### src/rtl/click_pipe.sv
// Two-phase bundled-data elastic pipeline: a linear chain of DEPTH click stages.
// Every stage is self-timed and clocks its phase and data registers on its own click pulse.

module click_stage #(
  parameter int                    DATA_WIDTH = 32,
  parameter logic                  TOKEN_INIT = 1'b0,
  parameter logic [DATA_WIDTH-1:0] DATA_INIT  = '0
) (
  input  logic                  reset,
  input  logic                  req_in,
  input  logic                  ack_in,
  input  logic [DATA_WIDTH-1:0] d_in,
  output logic                  phase_in,
  output logic                  phase_out,
  output logic [DATA_WIDTH-1:0] data,
  output logic                  occ
);
  logic click;

  // Held low during reset so a stage already enabled by preloaded neighbours
  // gets a real rising edge on release; otherwise its token could never move.
  assign click = ~reset & (req_in ^ phase_in) & ~(ack_in ^ phase_out);

  always_ff @(posedge click or posedge reset) begin
    if (reset) begin
      phase_in  <= 1'b0;
      phase_out <= TOKEN_INIT;
      data      <= DATA_INIT;
    end else begin
      phase_in  <= ~phase_in;
      phase_out <= ~phase_out;
      data      <= d_in;
    end
  end

  assign occ = phase_out ^ ack_in;
endmodule

module click_pipe #(
  parameter int                              DATA_WIDTH = 32,
  parameter int                              DEPTH      = 4,
  parameter logic [DEPTH-1:0]                TOKEN_MASK = '0,
  parameter logic [DEPTH*DATA_WIDTH-1:0]     INIT_DATA  = '0,
  parameter int                              REQ_DELAY  = 0
) (
  input  logic                  reset,
  input  logic                  in_req,
  output logic                  in_ack,
  input  logic [DATA_WIDTH-1:0] in_data,
  output logic                  out_req,
  output logic [DATA_WIDTH-1:0] out_data,
  input  logic                  out_ack,
  output logic [DEPTH-1:0]      occ
);
  // Matched delays are zero in this netlist; REQ_DELAY is only range-checked.
  if (DEPTH < 1 || DEPTH > 16 || REQ_DELAY < 0) begin : g_bad_param
    $error("click_pipe: DEPTH must be 1..16 and REQ_DELAY >= 0");
  end

  // Handshake chain: req_c[i] feeds stage i, ack_c[i+1] acknowledges it.
  logic [DEPTH:0]                 req_c;
  logic [DEPTH:0]                 ack_c;
  logic [DEPTH:0][DATA_WIDTH-1:0] dat_c;

  assign req_c[0]     = in_req;
  assign ack_c[DEPTH] = out_ack;
  assign dat_c[0]     = in_data;

  for (genvar i = 0; i < DEPTH; i++) begin : g_stage
    click_stage #(
      .DATA_WIDTH (DATA_WIDTH),
      .TOKEN_INIT (TOKEN_MASK[i]),
      .DATA_INIT  (INIT_DATA[i*DATA_WIDTH +: DATA_WIDTH])
    ) u_stage (
      .reset     (reset),
      .req_in    (req_c[i]),
      .ack_in    (ack_c[i+1]),
      .d_in      (dat_c[i]),
      .phase_in  (ack_c[i]),
      .phase_out (req_c[i+1]),
      .data      (dat_c[i+1]),
      .occ       (occ[i])
    );
  end

  assign in_ack   = ack_c[0];
  assign out_req  = req_c[DEPTH];
  assign out_data = dat_c[DEPTH];
endmodule
### config.mk
export PLATFORM = sky130hd
export DESIGN_NAME = click_pipe
export DESIGN_NICKNAME = d
export VERILOG_FILES = /design/src/rtl/click_pipe.sv
export SDC_FILE = /design/constraint.sdc
export NUM_CORES = 1
export LEC_CHECK = 0
export ABC_AREA = 0
export CAP_MARGIN = 10
export CORE_MARGIN = 4
export CORE_UTILIZATION = 30
export DETAILED_ROUTE_END_ITERATION = 16
export PLACE_DENSITY = 0.56
export SYNTH_ARGS = -nofsm -noshare
export SYNTH_HDL_FRONTEND = slang
export SYNTH_SLANG_ARGS = --single-unit
### constraint.sdc
create_clock -name vclk -period 0.8
set_input_delay 0.16 -clock vclk [all_inputs]
set_output_delay 0.16 -clock vclk [all_outputs]
set_load 0.01 [all_outputs]
==> results of run 1 <==
registers in the layout, summed over array words and instances, names as in the netlist:
register / cells
g_stage.u_stage.data: 128
g_stage.u_stage.phase_in: 4
g_stage.u_stage.phase_out: 4
layout make-up:
| cell class | instances | area (µm²) |
|---|---|---|
| fillers | 1126 | 7640 |
| flip-flops and latches | 136 | 3400 |
| repair buffers | 80 | 773 |
| well taps | 168 | 210 |
| multi-input cells | 9 | 91.3 |
| inverters | 9 | 38.8 |
metrics by stage:
stage	hold slack [ps]	power (mW)	cell area, µm²	std cells
6_report	605	0.544	4520	402
5_1_grt	620	0.595	4520	402
3_5_place_dp	1340	0.563	4520	401
4_1_cts	606	0.562	4520	402
3_3_place_gp	1340	0.554	4520	401
2_1_floorplan	507	0.315	3780	190
synthesized netlist by cell type:
| master | instances |
|---|---|
| buf_4 | 36 |
| dfrtp_1 | 136 |
| inv_1 | 9 |
| nor3_1 | 1 |
| nor3b_1 | 3 |
| xnor2_1 | 1 |
| xor2_1 | 4 |
logic make-up after synthesis:
family,after synthesis,share of synthesized area
XOR/XNOR,5,0.0116
buffers and inverters,45,0.0805
flip-flops,136,0.901
AND/OR/NAND/NOR,4,0.00728
per-layer routing:
metal	global-route usage	part of all wire	vias to the layer above
met2	0.132	0.60	32
met1	0.0693	0.37	727
met4	0	0	0
met3	0.000468	0.024	0
li1	-	-	618
met5	0	0	-
what timing repair did:
item,CTS,global route
resized for setup,8,0
endpoints found under the hold margin,0,0
setup buffers,1,0
endpoints found under the setup margin,1,0
final timing paths:
kind | from | endpoint | slack (ps) | cells past startpoint
worst max-delay path | out_ack | occ[3] | 60 | 3
worst min-delay path | out_ack | occ[3] | 600 | 3
power breakdown:
| group | switching, mW | leakage, nW | internal [mW] |
|---|---|---|---|
| Combinational | 0.201 | 0.436 | 0.167 |
| Sequential | 0 | 1.56 | 0.175 |
| Clock | 0 | 0 | 0 |
| Total | 0.201 | 2.00 | 0.343 |
==> results.yml, run 1 <==
setup_path:
  crit_type: "in2out"
  cpPeakStageDelay_ps: 160
  crit_path_end_kind: "output pin"
  critical-path-top-delay-family: "buffers and inverters"
  required_ps: 640
  crit_buf_inv: 2
  slowest_stage: "xor2_1"
  crit_path_cell_trace: "buf_2 -> xor2_1 -> buf_2"
  critical_path_arrival_ps: 580
  crit_fanout: 2
  start_kind: "input pin"
  cpMostUsedCell: "buf_2"
timing:
  unclocked_regs: 136
  fin_setup_tns_ps: 0
  grt_setup_unrepaired: "no"
  relSlewSlack: 0.427
  hold_violations: 0
  layout_setup_ws_ps: 61.4
  untimed_endpoints: 173
  drv_slew: 0
  clock.fmax_mhz: 1350
  setup_violations: 0
  worstMarginPinSlew_ps: 860
  post-route-period-util: 0.923
  period_minus_slack_ps: 739
logic_synthesis:
  syn_nets: 225
  yosysWarnings: 0
  synth_seq_cells: 136
  postSynthAreaPerCell_um2: 19.9
  ys_seq_area_frac: 0.901
  post-synth-top-area-cell: "dfrtp_1"
  synth.area.top_cells: "dfrtp_1 (90%), buf_4 (7.2%), xor2_1 (0.93%), inv_1 (0.89%), nor3b_1 (0.60%)"
  synthCells: 190
  synthesis.area_um2: 3780
  synth_top_area_frac: 0.901
  yosysUniqueCellTypes: 7
detailed_routing:
  routed-via-count: 1377
  detail_route.wl_per_cell_um: 11.3
  drc: 0
  viasPerCell: 3.43
  wirelength_mm: 4.53
  drt_iter0_drc: 66
  ant_nets: 0
  dr.pass1.iters: 2
die:
  die-area_um2: 14500
  die_width_um: 120
  fp.dieH_um: 120
  core_um2: 12200
  num_rows: 40
  start_util: 0.311
  io_pins: 73
finish:
  n_antenna_cell: 0
  nets: 271
  final_cell_mix: "dfrtp_1 (136), clkdlybuf4s50_1 (71), inv_1 (8)"
  fin_util: 0.371
  synthToLayoutAreaGrowth_pct: 19.5
  drive_above_1_share: 0.0598
  final_common_cell: "dfrtp_1"
flow_run:
  maxCapViolCount: 0
global_routing:
  grt_first_pass_wirelength_mm: 7.34
  track_usage: 0.0607
  gr-total-overflow: 0
  antenna_found_initial: 0
  grt_pass1_vias: 1497
  grt_max_degree: 74
place:
  place.gp.congestion: 0.649
  pre_cts_ws_ps: -729
  hpwl_mm: 3.45
  port_buffers: 73
power:
  leakage_nw: 2.00
  power_density_nw_per_um2: 120
  vdd_drop_max_uv: 149
outcome:
  outcome: "complete, no violations"
worst_hold_path:
  min_path_type: "in2out"
clock_network:
  cts_hold_buf: 0
Power figures use the tool's default switching activity.
==> inputs of run 2 (changes only) <==
--- a/config.mk
+++ b/config.mk
@@ -7,9 +7,10 @@
 export LEC_CHECK = 0
 export ABC_AREA = 0
 export CAP_MARGIN = 10
-export CORE_MARGIN = 4
+export CORE_MARGIN = 2
 export CORE_UTILIZATION = 30
 export DETAILED_ROUTE_END_ITERATION = 16
+export HOLD_SLACK_MARGIN = 0.02
 export PLACE_DENSITY = 0.56
 export SYNTH_ARGS = -nofsm -noshare
 export SYNTH_HDL_FRONTEND = slang
==> run 2 against run 1 <==
Against the previous run:
- worst setup slack worse by 7.8 ps
- sequential power hardly changed
- via count is 0.36% higher
- die area is 6.5% lower
- critical path depth stayed put
- wire length is 1.9% lower
- flip-flop and latch count stayed put
- highest routed layer unchanged
==> results.yml, run 2 (same netlist as run 1, synthesis figures left out) <==
outcome:
  outcome: "complete, no violations"
clock_network:
  cts_hold_buf: 0
  cts_setup_buffers: 0
  cts_resized: 7
timing:
  worstMarginPinSlew_ps: 794
  timing.hold.ws_ps: 607
  fin_setup_tns_ps: 0
  post-route-period-util: 0.933
  drv_slew: 0
  setup_violations: 0
  clock.fmax_mhz: 1340
  unclocked_regs: 136
  relSlewSlack: 0.471
  hold_violations: 0
  untimed_endpoints: 173
  grt_setup_unrepaired: "no"
  period_minus_slack_ps: 746
finish:
  ff_latch_area_um2: 3400
  final_cells: 401
  multi_input_area_um2: 91.3
  nets: 270
  largest_register_ffs: 128
  n_fill_cell: 1149
  drive_above_1_share: 0.0558
  largestRegisters: "g_stage.u_stage.data: 128 flops, g_stage.u_stage.phase_in: 4 flops, g_stage.u_stage.phase_out: 4 flops"
  final_common_cell: "dfrtp_1"
  synthToLayoutAreaGrowth_pct: 19.3
  n_antenna_cell: 0
  fin_util: 0.371
  top_register: "g_stage.u_stage.data"
  final_cell_mix: "dfrtp_1 (136), clkdlybuf4s50_1 (71), inv_1 (8)"
detailed_routing:
  ant_nets: 0
  drc: 0
  viasPerCell: 3.45
  drt_iter0_drc: 33
  detail_route.wl_per_cell_um: 11.1
  dr.pass1.iters: 2
  routed-via-count: 1382
  wirelength_mm: 4.45
place:
  hpwl_mm: 3.38
  placed_cells: 401
  port_buffers: 73
  place.gp.congestion: 0.633
power:
  vdd_drop_max_uv: 123
  power_density_nw_per_um2: 120
  leakage_nw: 1.99
  power_uw: 543
die:
  die_width_um: 116
  core_um2: 12200
  die-area_um2: 13500
  io_pins: 73
  fp.dieH_um: 116
  num_rows: 40
  start_util: 0.311
setup_path:
  critical_path_arrival_ps: 590
  crit_fanout: 2
  crit_path_end_kind: "output pin"
  crit_buf_inv: 2
  required_ps: 640
  cpMostUsedCell: "buf_2"
  crit_type: "in2out"
  crit_path_cell_trace: "buf_2 -> xor2_1 -> buf_2"
  start_kind: "input pin"
  critical-path-top-delay-family: "buffers and inverters"
  cpPeakStageDelay_ps: 160
  slowest_stage: "xor2_1"
global_routing:
  grt_pass1_vias: 1434
  gr-total-overflow: 0
  track_usage: 0.0653
  grt_first_pass_wirelength_mm: 7.18
  antenna_found_initial: 0
  grt_max_degree: 70
worst_hold_path:
  whs_path_depth: 3
  min_path_type: "in2out"
  hold_end: "occ[3]"
  hold_path.startpoint: "out_ack"
flow_run:
  maxCapViolCount: 0
## run 2: cell count changes in the layout (fill, tap and decap cells not counted), sizes merged
cell / change
buf: -1
## run 2: routing by layer
layer / part of all wire / routed length (µm) / GRT usage / vias to the layer above
li1: - / - / - / 615
met1: 0.37 / 1660 / 0.0794 / 734
met2: 0.60 / 2660 / 0.135 / 33
met3: 0.031 / 139 / 0.00259 / 0
met4: 0 / 0 / 0 / 0
met5: 0 / 0 / 0 / -
## run 2: final cells by class
type	instances	area share
inverters	9	0.00860
well taps	168	0.0466
repair buffers	79	0.170
multi-input cells	9	0.0203
flip-flops and latches	136	0.755
## run 2: how the worst max path moves through the flow
stage,slack (ps),to,from,cells past startpoint
floorplan,180,occ[3],out_ack,2
global placement,-730,occ[3],out_ack,3
detailed placement,-750,occ[3],out_ack,3
CTS,50,occ[3],out_ack,3
global route,10,occ[3],out_ack,3
finish,50,occ[3],out_ack,3
## run 2: power by group
group | internal (mW) | total (mW) | switching (mW)
Combinational | 0.165 | 0.367 | 0.203
Sequential | 0.175 | 0.175 | 0
Clock | 0 | 0 | 0
## run 2: through the flow
step	cell area, µm²	setup slack, ps
floorplan	3780	182
global placement	4520	-729
detailed placement	4520	-747
CTS	4510	48.4
global route	4510	11.5
finish	4510	53.5
==> inputs of run 3 (changes only) <==
--- a/config.mk
+++ b/config.mk
@@ -8,10 +8,11 @@
 export ABC_AREA = 0
 export CAP_MARGIN = 10
 export CORE_MARGIN = 2
-export CORE_UTILIZATION = 30
+export CORE_UTILIZATION = 47
+export CTS_BUF_LIST = sky130_fd_sc_hd__clkbuf_2
 export DETAILED_ROUTE_END_ITERATION = 16
 export HOLD_SLACK_MARGIN = 0.02
-export PLACE_DENSITY = 0.56
+export PLACE_DENSITY = 0.79
 export SYNTH_ARGS = -nofsm -noshare
 export SYNTH_HDL_FRONTEND = slang
 export SYNTH_SLANG_ARGS = --single-unit
==> run 3 against run 2 <==
Against the previous run:
- flip-flop and latch count unchanged
- combinational power grew 3%
- power up 2.0%
- worst hold slack better by 15 ps
- core utilization increased by 20 points
- sequential share of layout area rose by 0.93 points
- die area down 35%
==> results.yml, run 3 (same netlist as run 1, synthesis figures left out) <==
global_routing:
  grt_pass1_vias: 1483
  antenna_found_initial: 0
  gr-total-overflow: 0
  track_usage: 0.104
  grt_max_degree: 137
  grt_first_pass_wirelength_mm: 7.20
die:
  io_pins: 73
  die_width_um: 93.7
  num_rows: 32
  die-area_um2: 8770
  fp.dieH_um: 93.7
  start_util: 0.486
  core_um2: 7770
finish:
  top_register: "g_stage.u_stage.data"
  finalInstanceArea_um2: 4450
  final_cell_mix: "dfrtp_1 (136), clkdlybuf4s50_1 (71), inv_1 (8)"
  final_cells: 335
  n_antenna_cell: 0
  largestRegisters: "g_stage.u_stage.data: 128 flops, g_stage.u_stage.phase_in: 4 flops, g_stage.u_stage.phase_out: 4 flops"
  synthToLayoutAreaGrowth_pct: 17.9
  final_common_cell: "dfrtp_1"
  drive_above_1_share: 0.0601
  nets: 270
  largest_register_ffs: 128
detailed_routing:
  ant_nets: 0
  drc: 0
  routed-via-count: 1359
  dr.pass1.iters: 2
  viasPerCell: 4.06
  detail_route.wl_per_cell_um: 13.1
  drt_iter0_drc: 14
  wirelength_mm: 4.39
setup_path:
  required_ps: 640
  start_kind: "input pin"
  crit_path_end_kind: "output pin"
  critical_path_arrival_ps: 560
  crit_type: "in2out"
  crit_fanout: 2
timing:
  fin_setup_tns_ps: 0
  relSlewSlack: 0.628
  clock.fmax_mhz: 1380
  hold_violations: 0
  post-route-period-util: 0.905
  grt_setup_unrepaired: "no"
  untimed_endpoints: 173
  period_minus_slack_ps: 724
  worstMarginPinSlew_ps: 559
  timing.hold.ws_ps: 623
  drv_slew: 0
  unclocked_regs: 136
  setup_violations: 0
place:
  hpwl_mm: 3.17
  port_buffers: 73
  placed_cells: 333
  place.gp.congestion: 0.663
  place_area_um2: 4420
power:
  vdd_drop_max_uv: 205
  leakage_nw: 2.00
  power_density_nw_per_um2: 124
  power_uw: 553
worst_hold_path:
  min_path_type: "in2out"
outcome:
  outcome: "complete, no violations"
flow_run:
  maxCapViolCount: 0
run 3: metal layers:
metal  track usage  up-vias  routed length, µm
met5             0        -                  0
met4       0.00483        0                 27
met3             0        2                 85
met2         0.212       27               2650
met1         0.131      714               1630
li1              -      616                  -
run 3: worst paths after layout:
path | from | cells after the start | slack, ps | endpoint
worst max-delay path | out_ack | 3 | 80 | occ[3]
worst min-delay path | out_ack | 3 | 620 | occ[3]
run 3: timing repair:
action	CTS	global route
setup endpoints to repair	1	0
hold buffers	0	0
setup buffers	1	0
gates resized for setup	9	0
run 3: power breakdown:
part	switching (mW)	total, mW	internal [mW]
Clock	0	0	0
Sequential	0	0.175	0.175
Combinational	0.202	0.378	0.176
Total	0.202	0.553	0.351
run 3: worst max-delay path, cell delays in order:
cell    delay, ps
buf_2         110
xor2_2        150
buf_2         150
run 3: final cells by class:
class | instances | area [µm²]
Sequential cell | 136 | 3400
Fill cell | 588 | 3310
Timing Repair Buffer | 79 | 786
Tap cell | 102 | 128
Multi-Input combinational cell | 9 | 98.8
Inverter | 9 | 38.8
run 3: stage by stage:
stage | setup WS [ps] | util
2_1_floorplan | 182 | -
6_report | 75.9 | 0.573
4_1_cts | 86.4 | 0.570
3_5_place_dp | -797 | 0.569
3_3_place_gp | -769 | 0.569
5_1_grt | 43.2 | 0.573
